==> config.mk <==
export PLATFORM = sky130hd
export DESIGN_NAME = im_loader_flat
export DESIGN_NICKNAME = d
export VERILOG_FILES = /design/src/rtl/im_loader_if.sv /design/src/rtl/im_loader.sv /design/src/flat_wrapper.sv
export SDC_FILE = /design/constraint.sdc
export NUM_CORES = 1
export LEC_CHECK = 0
export ABC_AREA = 1
export CORE_AREA = 2 2 92 94
export DETAILED_ROUTE_END_ITERATION = 10
export DIE_AREA = 0 0 94 96
export GPL_TIMING_DRIVEN = 0
export PLACE_DENSITY = 0.94
export SLEW_MARGIN = 10
export SYNTH_ARGS = -nofsm -noshare
export SYNTH_HDL_FRONTEND = slang
export SYNTH_SLANG_ARGS = --single-unit
==> constraint.sdc <==
create_clock -name clk -period 2.7 [get_ports clk]
set_input_delay 0.405 -clock clk [delete_from_list [all_inputs] [get_ports clk]]
set_output_delay 0.405 -clock clk [all_outputs]
set_load 0.02 [all_outputs]
==> src/rtl/im_loader_if.sv <==
// Loader bus: session control, byte stream handshake, instruction-memory
// write port and status.
//   master : the side that requests sessions and supplies program bytes
//   slave  : im_loader
//   start/len_words        session request and word count
//   byte_in/valid/ready    byte stream; a transfer happens on valid & ready
//   im_we/im_add/im_din    instruction-memory write port
//   busy/done/word_cnt/err session status
interface im_loader_if;
  logic        start;
  logic [10:0] len_words;
  logic [7:0]  byte_in;
  logic        byte_valid;
  logic        byte_ready;
  logic        im_we;
  logic [9:0]  im_add;
  logic [31:0] im_din;
  logic        busy;
  logic        done;
  logic [10:0] word_cnt;
  logic        err;

  modport master (
    output start, len_words, byte_in, byte_valid,
    input  byte_ready, im_we, im_add, im_din, busy, done, word_cnt, err
  );

  modport slave (
    input  start, len_words, byte_in, byte_valid,
    output byte_ready, im_we, im_add, im_din, busy, done, word_cnt, err
  );
endinterface

==> src/rtl/im_loader.sv <==
// Instruction-memory loader. Gathers a byte stream into 32-bit words and
// writes each word to consecutive word addresses starting at 0.
//   clk  : single clock, rising edge
//   rst  : synchronous active-high reset
//   bus  : im_loader_if.slave (control, byte stream, memory port, status)
// Parameters:
//   NWORDS     : largest session length accepted (1..1024)
//   BIG_ENDIAN : 1 = first byte of a word goes to im_din[31:24], 0 = [7:0]
module im_loader #(
  parameter int NWORDS     = 1024,
  parameter bit BIG_ENDIAN = 1'b1
) (
  input logic          clk,
  input logic          rst,
  im_loader_if.slave   bus
);

  typedef enum logic [1:0] {IDLE, RECV, WRITE, DONE} state_t;

  state_t      state, state_nx;
  logic [10:0] len_q;
  logic [10:0] cnt_q;
  logic [1:0]  bidx;
  logic [31:0] asm_q, asm_nx;
  logic [31:0] din_q;
  logic        err_q;
  logic        xfer;
  logic        len_ok;

  assign xfer   = bus.byte_valid && bus.byte_ready;
  assign len_ok = (bus.len_words != 11'd0) && (bus.len_words <= 11'(NWORDS));

  // Word being assembled with the current byte dropped into its slot.
  always_comb begin
    asm_nx = asm_q;
    if (BIG_ENDIAN)
      asm_nx[8*(3-int'(bidx)) +: 8] = bus.byte_in;
    else
      asm_nx[8*int'(bidx) +: 8] = bus.byte_in;
  end

  always_comb begin
    state_nx = state;
    case (state)
      IDLE:  if (bus.start && len_ok) state_nx = RECV;
      RECV:  if (xfer && bidx == 2'd3) state_nx = WRITE;
      WRITE: state_nx = (cnt_q + 11'd1 == len_q) ? DONE : RECV;
      DONE:  state_nx = IDLE;
      default: state_nx = IDLE;
    endcase
  end

  always_ff @(posedge clk) begin
    if (rst) begin
      state <= IDLE;
      len_q <= '0;
      cnt_q <= '0;
      bidx  <= '0;
      asm_q <= '0;
      din_q <= '0;
      err_q <= 1'b0;
    end else begin
      state <= state_nx;
      case (state)
        IDLE: if (bus.start) begin
          if (len_ok) begin
            len_q <= bus.len_words;
            cnt_q <= '0;
            bidx  <= '0;
            err_q <= 1'b0;
          end else begin
            err_q <= 1'b1;
          end
        end
        RECV: if (xfer) begin
          asm_q <= asm_nx;
          bidx  <= bidx + 2'd1;
          // Output word only changes here so im_din stays stable between writes.
          if (bidx == 2'd3) din_q <= asm_nx;
        end
        WRITE: cnt_q <= cnt_q + 11'd1;
        default: ;
      endcase
      // A request arriving mid-session is flagged but otherwise ignored.
      if (state != IDLE && bus.start) err_q <= 1'b1;
    end
  end

  assign bus.byte_ready = (state == RECV);
  assign bus.im_we      = (state == WRITE);
  assign bus.busy       = (state != IDLE);
  assign bus.done       = (state == DONE);
  assign bus.im_add     = cnt_q[9:0];
  assign bus.im_din     = din_q;
  assign bus.word_cnt   = cnt_q;
  assign bus.err        = err_q;

endmodule

==> src/flat_wrapper.sv <==
// flat-port wrapper written by rule: the top's interface ports become plain ports
module im_loader_flat 
#(
  parameter int NWORDS     = 1024,
  parameter bit BIG_ENDIAN = 1'b1
)
  (clk, rst, bus_start, bus_len_words, bus_byte_in, bus_byte_valid, bus_byte_ready, bus_im_we, bus_im_add, bus_im_din, bus_busy, bus_done, bus_word_cnt, bus_err);
  im_loader_if bus_i ();
  input logic clk;
  input logic rst;
  input wire logic [$bits(bus_i.start)-1:0] bus_start;
  input wire logic [$bits(bus_i.len_words)-1:0] bus_len_words;
  input wire logic [$bits(bus_i.byte_in)-1:0] bus_byte_in;
  input wire logic [$bits(bus_i.byte_valid)-1:0] bus_byte_valid;
  output wire logic [$bits(bus_i.byte_ready)-1:0] bus_byte_ready;
  output wire logic [$bits(bus_i.im_we)-1:0] bus_im_we;
  output wire logic [$bits(bus_i.im_add)-1:0] bus_im_add;
  output wire logic [$bits(bus_i.im_din)-1:0] bus_im_din;
  output wire logic [$bits(bus_i.busy)-1:0] bus_busy;
  output wire logic [$bits(bus_i.done)-1:0] bus_done;
  output wire logic [$bits(bus_i.word_cnt)-1:0] bus_word_cnt;
  output wire logic [$bits(bus_i.err)-1:0] bus_err;
  assign bus_i.start = bus_start;
  assign bus_i.len_words = bus_len_words;
  assign bus_i.byte_in = bus_byte_in;
  assign bus_i.byte_valid = bus_byte_valid;
  assign bus_byte_ready = bus_i.byte_ready;
  assign bus_im_we = bus_i.im_we;
  assign bus_im_add = bus_i.im_add;
  assign bus_im_din = bus_i.im_din;
  assign bus_busy = bus_i.busy;
  assign bus_done = bus_i.done;
  assign bus_word_cnt = bus_i.word_cnt;
  assign bus_err = bus_i.err;
  im_loader #(.NWORDS(NWORDS), .BIG_ENDIAN(BIG_ENDIAN)) u_core (.clk(clk), .rst(rst), .bus(bus_i));
endmodule
### Yosys cells after proc, flatten, opt, wreduce, memory -nomap -nowiden

Cells that the tools add are included.

* reductions and logical operators: 19
* mux-type cells: 16
* equality and inequality tests: 10
* shift-type cells: 2
* add/sub/neg operators: 4
* order comparisons: 1

Operators with widths (count)
* $neg A32 Y33: 1
* $shift A8 B33 Y32 const A: 1
* $shiftx A8 B33 Y32: 1
* $bwmux W32: 1
* $mux W11: 2
* $pmux W11 S2: 1
* $mux W2: 6
* $add A11 B1 Y11 const B: 1
* $eq A11 B11 Y1: 1
* $le A11 B11 Y1 const B: 1
* $reduce_bool A11 Y1: 1
* $reduce_bool A2 Y1: 5
* $reduce_and A3 Y1: 3
* $pmux W2 S4: 1
* $eq A2 B2 Y1 const B: 3
* $ne A2 B2 Y1 const B: 3
* $reduce_and A2 Y1: 3
* $logic_and A1 B1 Y1: 5
* $mux W1: 4
* $ne A2 B1 Y1 const B: 2
* $pmux W2 S2: 1
* $reduce_and A4 Y1: 1
* $sub A2 B2 Y3 const A: 1
* $add A2 B1 Y2 const B: 1
* 2 further kinds: 2

* output and inout port bits: 58
* input port bits: 23
* register bits: 91
* word-level logic and storage cells: 59

### Logic depth before layout (Yosys ltp)

* depth in word-level cells: 6
* mapped depth: 13
* mapped depth without buffers: 13

### Worst setup path after synthesis

No wires, ideal clock.

* kind: reg-to-reg
* start point: register u_core.bidx[0]
* end point: register u_core.din_q[31], in the netlist u_core.bus.im_din[31]
* path slack: 0.908 ns
* arrival time: 1.722 ns
* cell stages (with the launch flop): 11
* data required time: 2.630 ns
* setup time: 0.070 ns
* period minus slack after synthesis: 1.792 ns
* path buffers: 2
* cells stage by stage: dfxtp_1 > inv_1 > clkbuf_1 > ha_1 > clkbuf_1 > nand2_1 > nor2_1 > inv_1 > o22ai_1 > inv_1 > a21oi_1

* cells in the longest elaborated chain, start to end: 4
* elaborated cells between the ends (all ways): 7
* classes of those cells: 2 x add/sub; 1 x eq/ne; 2 x shift; 1 x mux; 1 x reduce/logical

RTL lines
* from (decl): RTL line im_loader.sv:23 `logic [1:0] bidx;`
* from (signal assigned): RTL line im_loader.sv:77 `bidx <= bidx + 2'd1;`
* $sub A2 B2 Y3: RTL line im_loader.sv:37 `asm_nx[8*(3-int'(bidx)) +: 8] = bus.byte_in;`
* $neg A32 Y33: RTL line im_loader.sv:37
* $shiftx A8 B33 Y32 / $shift A8 B33 Y32 (equally long branches): RTL line im_loader.sv:37
* $bwmux W32: RTL line im_loader.sv:37
* to (signal assigned): RTL line im_loader.sv:79 `if (bidx == 2'd3) din_q <= asm_nx;`
* to (decl): RTL line im_loader.sv:25 `logic [31:0] din_q;`

Several ways; a longest one is shown, not always the timed one.
A chain may end at the register's enable or synchronous reset.

### Worst setup path after layout

* start point: register u_core.state[1]
* end point: output port bus_im_we

* cells in the longest elaborated chain, start to end: 1

RTL lines
* from (decl): RTL line im_loader.sv:20 `state_t state, state_nx;`
* from (signal assigned): RTL line im_loader.sv:63 `state <= state_nx;`
* $eq A2 B2 Y1: RTL line im_loader.sv:90 `assign bus.im_we = (state == WRITE);`
* to (decl): RTL line flat_wrapper.sv:16 `output wire logic [$bits(bus_i.im_we)-1:0] bus_im_we;`

Every way passes these cells.

==> metrics.cfg <==
[outcome]
status=complete, no violations

[hold_path]
hp-class=flop to flop

[layout]
fin_util_pct=68.55
final_design_area_no_fill_sq_mm=0.005519
final_cell_mix=inv_1 (135), dfxtp_1 (91), a21oi_1 (90), nand2_1 (87), clkdlybuf4s50_1 (80)
final_common_cell=inv_1
seqCellArea_sq_mm=0.001822
fillCellCount=645
syn_to_final_growth_pct=25.49
drive_above_1_share_pct=5.034
antenna_cells=0
fin_cells=840
multi_input_area_sq_mm=0.001843
nets=759

[placement]
gp_congestion=0.9213
dpl.hpwl_um=8969
port-buffer-count=80
detailed_place.area_sq_mm=0.005330
placed_cells=825

[sta]
max_slew_margin_pct=59.54
fin_setup_tns_ns=0
finClkSkew_ns=0.01155
fmax_mhz=413.8
hold_viol=0
worst_pin_slew_ns=0.6068
rsz0062_at_grt=false
slew_violations=0
setup-violations-final=0
period_share_pct=89.50
period_needed_ns=2.417

[setup_path]
arrival_ns=2.01
cp_max_fo=11
endpoint_kind=primary output
cpMaxStageDelayCell=clkdlybuf4s50_1
cp.required_ns=2.30
crit_chain=nand2_1 -> inv_1 -> clkdlybuf4s50_1
timing_worst_setup_path_type=flop to primary output
cpPeakStageDelay_ns=0.69
critPathLaunchType=flop

[logic_synthesis]
ys_seq_area_share_pct=41.42
ys_ff_latch=91
synth_area_sq_mm=0.004398
synthCells=640
ys_types=25
avgSynthCellArea_sq_um=6.872
yosys_warnings=0
syn_nets=669

[global_routing]
grt_usage_pct=27.64
grt_max_degree=19
grt_first_pass_wirelength_um=19750
first_global_vias=4414
antenna_found_initial=0
grt_overflow=0

[floorplan]
ios=81
core_area_sq_mm=0.008051
dieWidth_um=94
dieArea_sq_mm=0.009024
fp.dieH_um=96
num_rows=33
initial_core_util_pct=54.62

[clock_tree]
numCtsBuffers=9
cts-root-buf=clkbuf_8
clkLatencyLatePin_ns=0.38
clock_path_buffers=2
clk_pin_slew_ns=0.09
cts.sinks=91
htreeDepth=3
cts_tree=yes

[flow_run]
maxCapViolCount=0

[drt]
routed_wl_um=12150
antenna_left=0
drt_first_pass_iters=5
wl_per_cell_um=14.47
drt-initial-drc-count=303
drc_errors=0
viasPerCell=5.517
vias=4634

[pwr]
ir_drop_v=0.0003526
p_leak_nw=2.404
p_per_area_mw_per_mm2=510.7

[per-layer routing]
layer  vias to the layer above  GRT usage (%)  wire length (um)
li1                       2241              -                 -
met1                      2133          32.58              4942
met2                       220          47.56              5816
met3                        40          6.421               928
met4                         0          13.41               466
met5                         -              0                 0
[worst max-delay path: cells and delay by family (launching register included)]
kind / cells / cell delay, ns
flops: 1 / 0.47
buf+inv: 2 / 1.03
simple gates: 1 / 0.15
[final timing paths]
kind / start / endpoint / slack, ns / cells after the start
min: u_core.len_q[4]$_SDFFE_PP0P_ / u_core.len_q[4]$_SDFFE_PP0P_ / 0.49 / 2
max: u_core.state[1]$_SDFFE_PP0P_ / bus_im_we / 0.28 / 3
max reg2reg: u_core.bidx[0]$_SDFFE_PP0P_ / u_core.bus.im_din[10]$_SDFFE_PP0P_ / 0.41 / 10
min reg2reg: u_core.len_q[4]$_SDFFE_PP0P_ / u_core.len_q[4]$_SDFFE_PP0P_ / 0.49 / 2
[flip-flops by register name, indices dropped and copies added, names as in the netlist]
signal               flops
u_core.bus.err           1
u_core.asm_q            32
u_core.len_q            11
u_core.bus.word_cnt     11
u_core.state             2
u_core.bus.im_din       32
u_core.bidx              2
[power by group]
part	switching, W	internal [W]	total (W)
Clock	0.000546	0.000362	0.000908
Sequential	0.0000325	0.00141	0.00144
Combinational	0.000307	0.000161	0.000468
Total	0.000885	0.00193	0.00282
[per-stage QoR]
| step | setup WS (ns) | total power, W | hold WS [ns] |
|---|---|---|---|
| finish | 0.2834 | 0.002819 | 0.4866 |
| global placement | 0.3359 | 0.001901 | 0.4571 |
| CTS | 0.05026 | 0.002819 | 0.4813 |
| global route | 0.1531 | 0.002934 | 0.4961 |
| detailed placement | 0.3107 | 0.001925 | 0.4664 |
| floorplan | 0.9077 | 0.001766 | 0.4437 |
[synth_stat cells]
cell type | instances | area share [%]
nand3_1 | 24 | 2.7
a21oi_1 | 90 | 10
o21ai_0 | 65 | 7.4
clkbuf_1 | 22 | 1.9
inv_1 | 135 | 12
o21ai_1 | 28 | 3.2
nand2_2 | 1 | 0.14
nand3b_1 | 3 | 0.51
nor2_1 | 26 | 2.2
o22ai_1 | 16 | 2.3
buf_2 | 4 | 0.46
nand4_1 | 19 | 2.7
nor3_4 | 1 | 0.37
nand2_1 | 87 | 7.4
xor2_1 | 2 | 0.40
buf_4 | 10 | 1.7
inv_2 | 1 | 0.085
clkinv_1 | 1 | 0.085
ha_1 | 6 | 1.7
dfxtp_1 | 91 | 41
buf_6 | 3 | 0.77
nor2_4 | 1 | 0.26
buf_1 | 2 | 0.17
a21boi_0 | 1 | 0.17
o211ai_1 | 1 | 0.17
[cell type report]
class	count	area share, %
buffer	40	3.899
clock buffer	9	2.244
clock inverter	7	1.247
inverter	137	9.318
multi-input combinational	371	33.39
sequential	91	33.01
tap	105	2.380
timing repair buffer	80	14.51
[what timing repair did]
| action | 4_1_cts | 5_1_grt |
|---|---|---|
| buffers inserted | 0 | 0 |
| gates resized for setup | 0 | 0 |
| setup endpoints to repair | 0 | 1 |
| hold buffers | 0 | 0 |
[cell families after synthesis]
logic type               count (synthesis)  share of synthesized area, %
XOR/XNOR                                 2                        0.3984
AND/OR/NAND/NOR                        162                         16.36
buffers and inverters                  178                         16.67
AO/OA/AOI/OAI                          201                         23.44
adder cells (fa/ha/maj)                  6                         1.707
flip-flops                              91                         41.42
Power figures use the tool's default switching activity.
